## src/rtl/length_counter_if.sv

```systemverilog
// Length counter bus: channel controls in, registered count/status out.
interface length_counter_if #(
    parameter int unsigned CNT_WIDTH = 8
);
    logic                 enable;
    logic                 halt;
    logic                 load;
    logic [4:0]           index;
    logic                 half_frame;
    logic [CNT_WIDTH-1:0] count;
    logic                 active;
    logic [1:0]           state;

    modport master (
        output enable, halt, load, index, half_frame,
        input  count, active, state
    );

    modport slave (
        input  enable, halt, load, index, half_frame,
        output count, active, state
    );
endinterface

```

## src/rtl/length_counter.sv

```systemverilog
// Per-channel NES APU length counter.
// The count is loaded from a 5-bit index and decremented on each half-frame tick.
// The optional macro LENGTH_TABLE_EN selects the NES length ROM.
// When it is undefined, the load value is index + 1.
module length_counter #(
    parameter int unsigned CNT_WIDTH = 8
) (
    input logic              clk,
    input logic              rst_n,
    length_counter_if.slave  bus
);

    typedef enum logic [1:0] {
        StOff   = 2'd0,
        StIdle  = 2'd1,
        StCount = 2'd2,
        StHold  = 2'd3
    } state_e;

    state_e               state_q, state_d;
    logic [CNT_WIDTH-1:0] count_q, count_d;
    logic                 active_q, active_d;
    logic [CNT_WIDTH-1:0] load_val;
    logic [CNT_WIDTH-1:0] dec_val;

`ifdef LENGTH_TABLE_EN
    logic [7:0] table_val;

    // NES length table lookup
    always_comb begin
        table_val = 8'd0;
        case (bus.index)
            5'd0:  table_val = 8'd10;
            5'd1:  table_val = 8'd254;
            5'd2:  table_val = 8'd20;
            5'd3:  table_val = 8'd2;
            5'd4:  table_val = 8'd40;
            5'd5:  table_val = 8'd4;
            5'd6:  table_val = 8'd80;
            5'd7:  table_val = 8'd6;
            5'd8:  table_val = 8'd160;
            5'd9:  table_val = 8'd8;
            5'd10: table_val = 8'd60;
            5'd11: table_val = 8'd10;
            5'd12: table_val = 8'd14;
            5'd13: table_val = 8'd12;
            5'd14: table_val = 8'd26;
            5'd15: table_val = 8'd14;
            5'd16: table_val = 8'd12;
            5'd17: table_val = 8'd16;
            5'd18: table_val = 8'd24;
            5'd19: table_val = 8'd18;
            5'd20: table_val = 8'd48;
            5'd21: table_val = 8'd20;
            5'd22: table_val = 8'd96;
            5'd23: table_val = 8'd22;
            5'd24: table_val = 8'd192;
            5'd25: table_val = 8'd24;
            5'd26: table_val = 8'd72;
            5'd27: table_val = 8'd26;
            5'd28: table_val = 8'd16;
            5'd29: table_val = 8'd28;
            5'd30: table_val = 8'd32;
            5'd31: table_val = 8'd30;
            default: table_val = 8'd10;
        endcase
        load_val = CNT_WIDTH'(table_val);
    end
`else
    // Test-voice mode: linear load value, always nonzero
    always_comb begin
        load_val = CNT_WIDTH'(bus.index) + CNT_WIDTH'(1);
    end
`endif

    // Saturating decrement so a stray tick can never wrap to all-ones
    always_comb begin
        dec_val = (count_q == '0) ? '0 : count_q - CNT_WIDTH'(1);
    end

    // Next-state: disable > load > decrement > halt change
    always_comb begin
        state_d = state_q;
        count_d = count_q;
        if (!bus.enable) begin
            state_d = StOff;
            count_d = '0;
        end else begin
            case (state_q)
                StOff: begin
                    // Load is ignored on the enabling cycle
                    state_d = StIdle;
                    count_d = '0;
                end
                StIdle, StCount, StHold: begin
                    if (bus.load) begin
                        count_d = load_val;
                        state_d = bus.halt ? StHold : StCount;
                    end else if (state_q == StCount) begin
                        if (bus.half_frame) begin
                            count_d = dec_val;
                        end
                        if (bus.half_frame && dec_val == '0) begin
                            state_d = StIdle;
                        end else if (bus.halt) begin
                            state_d = StHold;
                        end
                    end else if (state_q == StHold) begin
                        if (!bus.halt) begin
                            state_d = StCount;
                        end
                    end
                end
                default: begin
                    state_d = StOff;
                    count_d = '0;
                end
            endcase
        end
        active_d = (count_d != '0);
    end

    // State, count and status registers
    always_ff @(posedge clk or negedge rst_n) begin
        if (!rst_n) begin
            state_q  <= StOff;
            count_q  <= '0;
            active_q <= 1'b0;
        end else begin
            state_q  <= state_d;
            count_q  <= count_d;
            active_q <= active_d;
        end
    end

    assign bus.count  = count_q;
    assign bus.active = active_q;
    assign bus.state  = state_q;

endmodule

```

## src/flat_wrapper.sv

```systemverilog
// flat-port wrapper written by rule: the top's interface ports become plain ports
module length_counter_flat 
#(
    parameter int unsigned CNT_WIDTH = 8
)
  (clk, rst_n, bus_enable, bus_halt, bus_load, bus_index, bus_half_frame, bus_count, bus_active, bus_state);
  length_counter_if #(.CNT_WIDTH(CNT_WIDTH)) bus_i ();
  input logic clk;
  input logic rst_n;
  input wire logic [$bits(bus_i.enable)-1:0] bus_enable;
  input wire logic [$bits(bus_i.halt)-1:0] bus_halt;
  input wire logic [$bits(bus_i.load)-1:0] bus_load;
  input wire logic [$bits(bus_i.index)-1:0] bus_index;
  input wire logic [$bits(bus_i.half_frame)-1:0] bus_half_frame;
  output wire logic [$bits(bus_i.count)-1:0] bus_count;
  output wire logic [$bits(bus_i.active)-1:0] bus_active;
  output wire logic [$bits(bus_i.state)-1:0] bus_state;
  assign bus_i.enable = bus_enable;
  assign bus_i.halt = bus_halt;
  assign bus_i.load = bus_load;
  assign bus_i.index = bus_index;
  assign bus_i.half_frame = bus_half_frame;
  assign bus_count = bus_i.count;
  assign bus_active = bus_i.active;
  assign bus_state = bus_i.state;
  length_counter #(.CNT_WIDTH(CNT_WIDTH)) u_core (.clk(clk), .rst_n(rst_n), .bus(bus_i));
endmodule
```

## config.mk

```make
export PLATFORM = sky130hd
export DESIGN_NAME = length_counter_flat
export DESIGN_NICKNAME = d
export VERILOG_FILES = /design/src/rtl/length_counter_if.sv /design/src/rtl/length_counter.sv /design/src/flat_wrapper.sv
export SDC_FILE = /design/constraint.sdc
export NUM_CORES = 1
export LEC_CHECK = 0
export CAP_MARGIN = 20
export CORE_MARGIN = 1
export CORE_UTILIZATION = 25
export DETAILED_ROUTE_END_ITERATION = 8
export PLACE_DENSITY = 0.51
export SYNTH_ARGS = -nofsm -noshare
export SYNTH_HDL_FRONTEND = slang
export SYNTH_SLANG_ARGS = --single-unit
```

## constraint.sdc

```tcl
create_clock -name clk -period 4.2 [get_ports clk]
set_clock_uncertainty 0.15 [all_clocks]
set_input_delay 0.84 -clock clk [delete_from_list [all_inputs] [get_ports clk]]
set_output_delay 0.84 -clock clk [all_outputs]
set_load 0.1 [all_outputs]
```

==> flow_summary.ini <==
[floorplanning]
die_x_um = 64.9
core_area_um2 = 3720
die-area_um2 = 4210
io_pins = 22
initial_core_util_pct = 26.6
row_count = 22
die_height_um = 64.9

[yosys]
synth-seq-area-share_pct = 27.8
netlist_top_cells_count = 11 x dfrtp_1, 10 x nand2_1, 9 x o21ai_0, 8 x inv_1, 7 x a21oi_1
synth_most_common_cell = dfrtp_1
avgSynthCellArea_um2 = 8.18
ys_ff_latch = 11
ys_top_cells_by_area = dfrtp_1 28%, ha_1 6.3%, o21ai_0 4.6%
async_flop_share_pct = 100
synth_top_family_by_area = compound AO/OA/AOI/OAI gates
syn-instance-count = 121
synth.distinct_cells = 46
netlist_area_um2 = 990
yosysWarnings = 0
yosysTopAreaCellShare_pct = 27.8
synthMuxAreaShare_pct = 1.01
synth_fa_ha_area_share_pct = 6.32
synth_xor_area_share_pct = 1.77
synth-compound-area-share_pct = 29.6
synthSimpleGateAreaFrac_pct = 28.2
ys.flop_type = dfrtp_1
synth.largest_area_cell = dfrtp_1
synth_nets = 137
synth_edf_count = 0

[timing]
period_share_pct = 70.0
fmax_ghz = 0.340
slew_headroom_pct = 35.4
finalWorstSetupSlack_ns = 1.26
max_slew.worst_pin.slew_ns = 0.966
setup_viol = 0
rsz0062_at_grt = false
setup_tns_ns = 0
hold_violations = 0
fin_crit_ns = 2.94
final_max_slew_viol_count = 0

[pwr]
vdd_ir_drop_max_mv = 0.126
p_total_uw = 685
p_per_area_nw_per_um2 = 534
p_leak_nw = 0.475

[route]
wirelength_um = 2620
routedWlPerCell_um = 13.8
drt_drc_violations_left = 0
viasPerCell = 5.44
vias = 1033
drt_iter0_markers = 79
postRouteAntennaNets = 0
dr.pass1.iters = 4

[worst_setup_path]
cp_cell_sequence = clkdlybuf4s50_1
startpoint_type = register
cp_max_fo = 12
crit_path_end_kind = output port
r2r_cells = 7
critPathMaxStageDelay_ns = 1.19
cp.depth = 1
critPathKind = register to output port
cp_top_family = buffers and inverters
crit-reg2reg-launch = u_core.bus.count[0]$_DFF_PN0_
crit_buf_inv = 1
r2r-end = u_core.bus.active$_DFF_PN0_
critPathSlowestCell = clkdlybuf4s50_1
rrSetupSlack_ns = 1.85
cp.arrival_ns = 1.95
cp.required_ns = 3.21

[outcome]
status = finished, final reports clean

[worst_hold_path]
hold_path.class = register to register
hold_start = u_core.bus.state[0]$_DFFE_PN0P_
whs_path_depth = 2
min_to = u_core.bus.state[0]$_DFFE_PN0P_

[global_routing]
track_usage_pct = 13.6
antenna_found_initial = 0
grt_pass1_vias = 966
grt_overflow = 0
grt_first_pass_wirelength_um = 4460
grt_max_degree = 17

[finish]
drive_gt1_share_pct = 5.63
n_fill_cell = 398
diodes = 0
areaGrowthSynthToFinish_pct = 29.6
fin_nets = 159

[clocking]
ctsResizeCount = 0
htree_num_levels = 1
post-cts-setup-buffers = 0
clk_path_buf_depth = 2
clock_latency_ns = 0.24
cts_tree = built
root_buffer = clkbuf_8
clkSinkCount = 11
holdBufCountCts = 0
numCtsBuffers = 3
clkSlewWorstSetupHoldPaths_ns = 0.06

[placed_design]
port_buffers = 21
place_ws_ns = 1.44
dp_hpwl_um = 2020
place.gp.congestion = 0.898

[job]
drv_cap = 0
[state kept, by name, summed over array words and instances (netlist names)]
| register | flops |
|---|---|
| u_core.bus.count | 8 |
| u_core.bus.state | 2 |
| u_core.bus.active | 1 |
[metrics by stage]
step	instance area, um^2	std cells	utilization, %	hold WS [ns]
final	1280	190	34.5	0.416
after detailed placement	1240	186	33.3	0.411
after global routing	1280	190	34.5	0.492
after global placement	1240	186	33.3	0.393
after CTS	1280	190	34.5	0.422
after floorplan	990	121	-	0.394
[cell families (layout without fill, tap and decap cells)]
logic type               Yosys count  after routing
buffers and inverters             12             33
flip-flops                        11             11
AO/OA/AOI/OAI                     43             43
AND/OR/NAND/NOR                   47             47
adder cells (fa/ha/maj)            5              5
XOR/XNOR                           2              2
multiplexers                       1              1
[metal layers]
layer	global-route usage, %	routed length [um]	up-vias
li1	-	-	508
met2	20.4	1120	37
met3	1.06	142	5
met1	19.3	1310	483
met4	6.67	50	0
met5	0	0	-
[worst max path at each step]
stage                                       start                           to  slack [ns]
finish              u_core.bus.count[6]$_DFF_PN0_                 bus_count[6]        1.26
detailed placement                 bus_half_frame  u_core.bus.active$_DFF_PN0_        1.44
global route        u_core.bus.count[6]$_DFF_PN0_                 bus_count[6]        1.17
global placement                   bus_half_frame  u_core.bus.active$_DFF_PN0_        1.44
floorplan           u_core.bus.count[2]$_DFF_PN0_  u_core.bus.active$_DFF_PN0_        1.63
CTS                 u_core.bus.count[6]$_DFF_PN0_                 bus_count[6]        1.25
[cell type report]
cell class | count | area (um^2) | share of cell area, %
Clock buffer | 4 | 45.0 | 3.51
Sequential cell | 11 | 275 | 21.5
Multi-Input combinational cell | 98 | 662 | 51.6
Tap cell | 48 | 60.1 | 4.68
Inverter | 8 | 30.0 | 2.34
Timing Repair Buffer | 21 | 210 | 16.4
[where the power goes]
part / leakage [nW] / internal (mW) / switching (mW)
clock network: 0.0228 / 0.0668 / 0.0424
logic: 0.304 / 0.125 / 0.298
registers: 0.148 / 0.126 / 0.0267
[cells in the final DEF, fill, tap and decap left out, drive strengths merged, types with 2 or more instances in the layout]
| cell | count |
|---|---|
| a211o | 4 |
| a211oi | 2 |
| a21oi | 9 |
| a22oi | 2 |
| a31oi | 2 |
| and2 | 3 |
| and3 | 2 |
| clkbuf | 4 |
| clkdlybuf4s50 | 21 |
| dfrtp | 11 |
| ha | 5 |
| inv | 8 |
| nand2 | 10 |
| nand2b | 2 |
| nand3 | 3 |
| nor2 | 4 |
| nor2b | 4 |
| nor3 | 5 |
| nor3b | 2 |
| o211ai | 2 |
| o21ai | 13 |
| or4 | 2 |
| or4b | 3 |
No activity file was read; power rests on OpenSTA's default activity.
